--- src/rtl/gate_tester_pkg.sv ---
// Shared types and truth-table constants for the 2-input gate tester.
package gate_tester_pkg;

  typedef enum logic [1:0] {
    ST_IDLE   = 2'd0,
    ST_APPLY  = 2'd1,
    ST_CHECK  = 2'd2,
    ST_FINISH = 2'd3
  } state_e;

  // Truth tables indexed by {in1,in2}
  localparam logic [3:0] TT_NAND = 4'b0111;
  localparam logic [3:0] TT_AND  = 4'b1000;
  localparam logic [3:0] TT_OR   = 4'b1110;
  localparam logic [3:0] TT_XOR  = 4'b0110;

  localparam logic [2:0] ERR_MAX = 3'd4;

  function automatic logic [2:0] err_inc(input logic [2:0] cnt);
    return (cnt >= ERR_MAX) ? ERR_MAX : cnt + 3'd1;
  endfunction

endpackage

--- src/rtl/gate_tester_settle_cnt.sv ---
// 4-bit loadable down-counter timing the APPLY hold; saturates at zero.
module gate_tester_settle_cnt (
  input  logic       clk,
  input  logic       rst_n,
  input  logic       load,
  input  logic [3:0] load_val,
  input  logic       dec,
  output logic       zero,
  output logic       last
);

  logic [3:0] cnt_q;
  logic [3:0] cnt_d;

  always_comb begin
    cnt_d = cnt_q;
    if (load) begin
      cnt_d = load_val;
    end else if (dec && (cnt_q != 4'd0)) begin
      cnt_d = cnt_q - 4'd1;
    end
  end

  always_ff @(posedge clk or negedge rst_n) begin
    if (!rst_n) begin
      cnt_q <= 4'd0;
    end else begin
      cnt_q <= cnt_d;
    end
  end

  assign zero = (cnt_q == 4'd0);
  assign last = (cnt_q == 4'd1);

endmodule

--- src/rtl/gate_tester.sv ---
// Walks a 2-input gate through all four input vectors and scores its output
// against an expected truth table.
//
// state     | meaning
// ----------+---------------------------------------------------------
// ST_IDLE   | waiting for start; results of last run held
// ST_APPLY  | vector idx driven, waiting SETTLE cycles for y to settle
// ST_CHECK  | one cycle: compare y with TRUTH[idx], advance or finish
// ST_FINISH | one cycle: done pulse, pass latched
module gate_tester
  import gate_tester_pkg::*;
#(
  parameter logic [3:0]  TRUTH  = TT_NAND,
  parameter int unsigned SETTLE = 1
) (
  input  logic       clk,
  input  logic       rst_n,
  input  logic       start,
  input  logic       y,
  output logic       in1,
  output logic       in2,
  output logic       busy,
  output logic       done,
  output logic       pass,
  output logic [2:0] err_cnt,
  output logic [3:0] fail_vec
);

  localparam logic [3:0] SETTLE_L = 4'(SETTLE);

  state_e     state_q, state_d;
  logic [1:0] idx_q, idx_d;
  logic       busy_q, busy_d;
  logic       done_q, done_d;
  logic       pass_q, pass_d;
  logic [2:0] err_q, err_d;
  logic [3:0] fail_q, fail_d;

  logic       cnt_load;
  logic       cnt_dec;
  logic       cnt_zero;
  logic       cnt_last;
  logic       mism;

  gate_tester_settle_cnt u_settle_cnt (
    .clk      (clk),
    .rst_n    (rst_n),
    .load     (cnt_load),
    .load_val (SETTLE_L),
    .dec      (cnt_dec),
    .zero     (cnt_zero),
    .last     (cnt_last)
  );

  assign mism = (y != TRUTH[idx_q]);

  always_comb begin
    state_d  = state_q;
    idx_d    = idx_q;
    busy_d   = busy_q;
    done_d   = 1'b0;
    pass_d   = pass_q;
    err_d    = err_q;
    fail_d   = fail_q;
    cnt_load = 1'b0;
    cnt_dec  = 1'b0;
    unique case (state_q)
      ST_IDLE: begin
        busy_d = 1'b0;
        if (start) begin
          state_d  = ST_APPLY;
          idx_d    = 2'd0;
          busy_d   = 1'b1;
          pass_d   = 1'b0;
          err_d    = 3'd0;
          fail_d   = 4'd0;
          cnt_load = 1'b1;
        end
      end
      ST_APPLY: begin
        cnt_dec = 1'b1;
        // zero only guards against an out-of-range SETTLE of 0
        if (cnt_last || cnt_zero) begin
          state_d = ST_CHECK;
        end
      end
      ST_CHECK: begin
        if (mism) begin
          fail_d[idx_q] = 1'b1;
          err_d         = err_inc(err_q);
        end
        if (idx_q == 2'd3) begin
          state_d = ST_FINISH;
          busy_d  = 1'b0;
          done_d  = 1'b1;
          pass_d  = (err_d == 3'd0);
        end else begin
          state_d  = ST_APPLY;
          idx_d    = idx_q + 2'd1;
          cnt_load = 1'b1;
        end
      end
      ST_FINISH: begin
        state_d = ST_IDLE;
      end
      default: state_d = ST_IDLE;
    endcase
  end

  always_ff @(posedge clk or negedge rst_n) begin
    if (!rst_n) begin
      state_q <= ST_IDLE;
      idx_q   <= 2'd0;
      busy_q  <= 1'b0;
      done_q  <= 1'b0;
      pass_q  <= 1'b0;
      err_q   <= 3'd0;
      fail_q  <= 4'd0;
    end else begin
      state_q <= state_d;
      idx_q   <= idx_d;
      busy_q  <= busy_d;
      done_q  <= done_d;
      pass_q  <= pass_d;
      err_q   <= err_d;
      fail_q  <= fail_d;
    end
  end

  assign in1      = idx_q[1];
  assign in2      = idx_q[0];
  assign busy     = busy_q;
  assign done     = done_q;
  assign pass     = pass_q;
  assign err_cnt  = err_q;
  assign fail_vec = fail_q;

endmodule

--- config.mk ---
export PLATFORM = sky130hd
export DESIGN_NAME = gate_tester
export DESIGN_NICKNAME = d
export VERILOG_FILES = /design/src/rtl/gate_tester_pkg.sv /design/src/rtl/gate_tester_settle_cnt.sv /design/src/rtl/gate_tester.sv
export SDC_FILE = /design/constraint.sdc
export NUM_CORES = 1
export LEC_CHECK = 0
export BUFFER_PORTS_ARGS = -buffer_cell sky130_fd_sc_hd__buf_4
export CAP_MARGIN = 0
export CORE_MARGIN = 1
export CORE_UTILIZATION = 35
export CTS_CLUSTER_SIZE = 12
export DETAILED_ROUTE_END_ITERATION = 16
export HOLD_SLACK_MARGIN = 0.1
export PLACE_DENSITY = 0.54
export SYNTH_ARGS = -nofsm -noshare
export SYNTH_HDL_FRONTEND = slang
export SYNTH_HIERARCHICAL = 1
export SYNTH_SLANG_ARGS = --single-unit
--- constraint.sdc ---
create_clock -name clk -period 2 [get_ports clk]
set_input_delay 0.3 -clock clk [delete_from_list [all_inputs] [get_ports clk]]
set_output_delay 0.3 -clock clk [all_outputs]
set_load 0.1 [all_outputs]
==> metrics.yaml <==
power_and_ir_drop:
  p_per_area_mw_per_mm2: 1430
  p_seq_share_pct: 32.2
  p_int_uw: 914
  p_leak_nw: 0.623
  comb_power_share_pct: 55.6
  ir_worst_vdd_uv: 579
  p_sw_share_pct: 50.1
  p_switching_uw: 919
  clkPwrFrac_pct: 12.1
sta:
  final.min_clock_period_ns: 1.77
  rsz0062_at_grt: "no"
  hold_slack_ns: 0.320
  finalSetupTns_ns: 0
  setup_viol: 0
  skew_ns: 0.00837
  clock.fmax_mhz: 564
  slew_violations: 0
  post-route-period-util_pct: 88.6
  hold_viol_final: 0
yosys:
  syn_area_per_cell_um2: 9.35
  yosysSeqAreaShare_pct: 41.9
  yosys_register_bits: 18
  synth_edf_count: 0
  synthTopCellsByArea: "dfrtp_1 (42%), ha_1 (9.3%), o21ai_0 (7.0%)"
  synthArstFlopShare_pct: 100
  synth_top_area_share_pct: 41.9
  synthFlopType: "dfrtp_1"
  synth_warnings: 6
  synth_cell_types: 38
  syn-cell-area_mm2: 0.00107
  yosys-top-cells-count: "dfrtp_1 (18), o21ai_0 (15), nand2_1 (14)"
  synthCells: 115
  yosysTopAreaCell: "dfrtp_1"
  yosysMostFrequentCell: "dfrtp_1"
floorplan:
  start_util_pct: 38.0
  rows: 19
  core_region_area_mm2: 0.00283
  die_h_um: 57.4
  num_io_pins: 16
  die_area_mm2: 0.00330
  die_x_um: 57.4
setup_path:
  crit_required_ns: 2.24
  cp-startpoint: "state_q[0]$_DFFE_PN0P_"
  path_delay_family: "simple AND/OR/NAND/NOR gates"
  cp-end-kind: "flip-flop"
  crit_fanout: 10
  worstPathCellList: "nand2_1, inv_1, or4b_1, or3_1, a2bb2oi_2"
  cp_slowest_stage_delay_ns: 0.49
  slowest_stage: "dfrtp_1"
  critPathBufInv: 1
  timing.rr.start: "state_q[0]$_DFFE_PN0P_"
  start_kind: "flip-flop"
  crit_type: "flip-flop to flip-flop"
  cp.arrival_ns: 2.01
cells_and_area:
  antennaDiodeCount: 0
  n_fill_cell: 281
  syn2layout_area_growth_pct: 19.6
  drive_gt1_share_pct: 23.4
  nets: 150
run:
  cap_violations: 0
route:
  drtIter0Drc: 42
  first_pass_iters: 11
  postRouteAntennaNets: 0
  wire_per_inst_um: 12.2
  via_per_inst: 4.85
  drc_errors: 3
  wl_mm: 2.05
  vias: 814
clocking:
  cts_buffers: 3
  post-cts-setup-buffers: 0
  cts_tree: "done"
  holdBufCountCts: 1
  clkTransAtPathRegs_ns: 0.10
  cts_resized: 0
  cts.sinks: 18
  clock-root-buffer: "clkbuf_4"
  cts_max_path_buffers: 2
  h-tree-depth: 1
  clk_latency_ns: 0.30
global_routing:
  grt_overflow: 0
  antenna_found_initial: 0
  grt_max_degree: 19
  grt_util_all_layers_pct: 14.6
  grt_pass1_vias: 785
  grt_pass1_wl_mm: 3.66
run_status:
  violations: "design-rule violations"
  status: "finished with violations"
worst_hold_path:
  hold_class: "primary input to flip-flop"
  min_from: "y"
placement:
  hpwl_mm: 1.53
  port_buffers: 15
  gp_congestion: 0.809
-- per-stage QoR --
step	setup WS, ns	power, mW	area [µm²]	instances	utilization (%)
floorplan	0.138	1.39	1080	117	-
global placement	0.304	1.61	1240	163	43.8
detailed placement	0.232	1.62	1240	163	43.8
CTS	0.213	1.86	1280	168	45.4
global route	0.0442	1.99	1280	168	45.4
finish	0.228	1.83	1280	168	45.4
-- cell type report --
class                      instances  area (µm²)  area share, %
tap                               31        38.8           3.02
inverter                          12        45.0           3.51
clock buffer                       4        36.3           2.82
timing repair buffer              20         153           11.9
sequential                        18         453           35.2
multi-input combinational         83         559           43.5
-- power groups by stage --
stage,clock (mW),sequential (mW),combinational (mW)
floorplan,0,0.871,0.516
global placement,0,0.591,1.02
detailed placement,0,0.596,1.03
CTS,0.237,0.591,1.03
global route,0.252,0.613,1.13
finish,0.223,0.591,1.02
-- state kept, by name, summed over array words and instances (netlist names) --
register	cells
busy	1
done	1
err_cnt	3
fail_vec	4
idx_q	2
pass	1
state_q	2
u_settle_cnt/cnt_q	4
-- cell usage in the layout (no fill, tap or decap), types with 2 or more instances in the layout --
| cell | instances |
|---|---|
| a31oi_1 | 2 |
| nand2_1 | 14 |
| dfrtp_2 | 2 |
| buf_4 | 19 |
| nand2b_1 | 3 |
| dfrtp_1 | 16 |
| a21oi_1 | 6 |
| a22oi_1 | 2 |
| mux2i_1 | 2 |
| conb_1 | 4 |
| clkbuf_4 | 3 |
| nor2_1 | 5 |
| inv_1 | 12 |
| o21ai_0 | 15 |
| ha_1 | 8 |
-- final timing paths --
check / end / slack (ns) / cells past startpoint
worst max-delay path: u_settle_cnt/cnt_q[3]$_DFFE_PN0P_ / 0.23 / 5
worst min-delay path: fail_vec[3]$_DFFE_PN0P_ / 0.32 / 3
worst max register to register: u_settle_cnt/cnt_q[3]$_DFFE_PN0P_ / 0.23 / 5
worst min register to register: busy$_DFFE_PN0P_ / 0.51 / 1
max in group asynchronous: idx_q[1]$_DFFE_PN0P_ / 1.37 / 2
min in group asynchronous: fail_vec[1]$_DFFE_PN0P_ / 0.40 / 2
-- worst register-to-register path, delay by kind of cell, from the launching register on --
family,cells,cell delay [ns]
compound gates,1,0.13
buf+inv,1,0.16
flops,1,0.49
simple gates,3,0.94
-- routing by layer --
metal / track usage (%) / vias to the layer above / part of all wire [%]
li1: - / 435 / -
met1: 21.0 / 362 / 53
met2: 21.1 / 15 / 43
met3: 4.76 / 2 / 3.6
met4: 3.48 / 0 / 0.64
met5: 0 / - / 0
-- logic make-up (layout without fill, tap and decap cells) --
group           after synthesis  after routing  share of synthesized area (%)
fa+ha+maj                     8              8                           9.31
other cells                   2              4                          0.699
simple gates                 33             33                           16.4
compound gates               35             35                           21.5
mux                           2              2                           1.86
flops                        18             18                           41.9
xor+xnor                      1              1                           1.51
buf+inv                      16             36                           6.75
(Power assumes the default switching activity.)
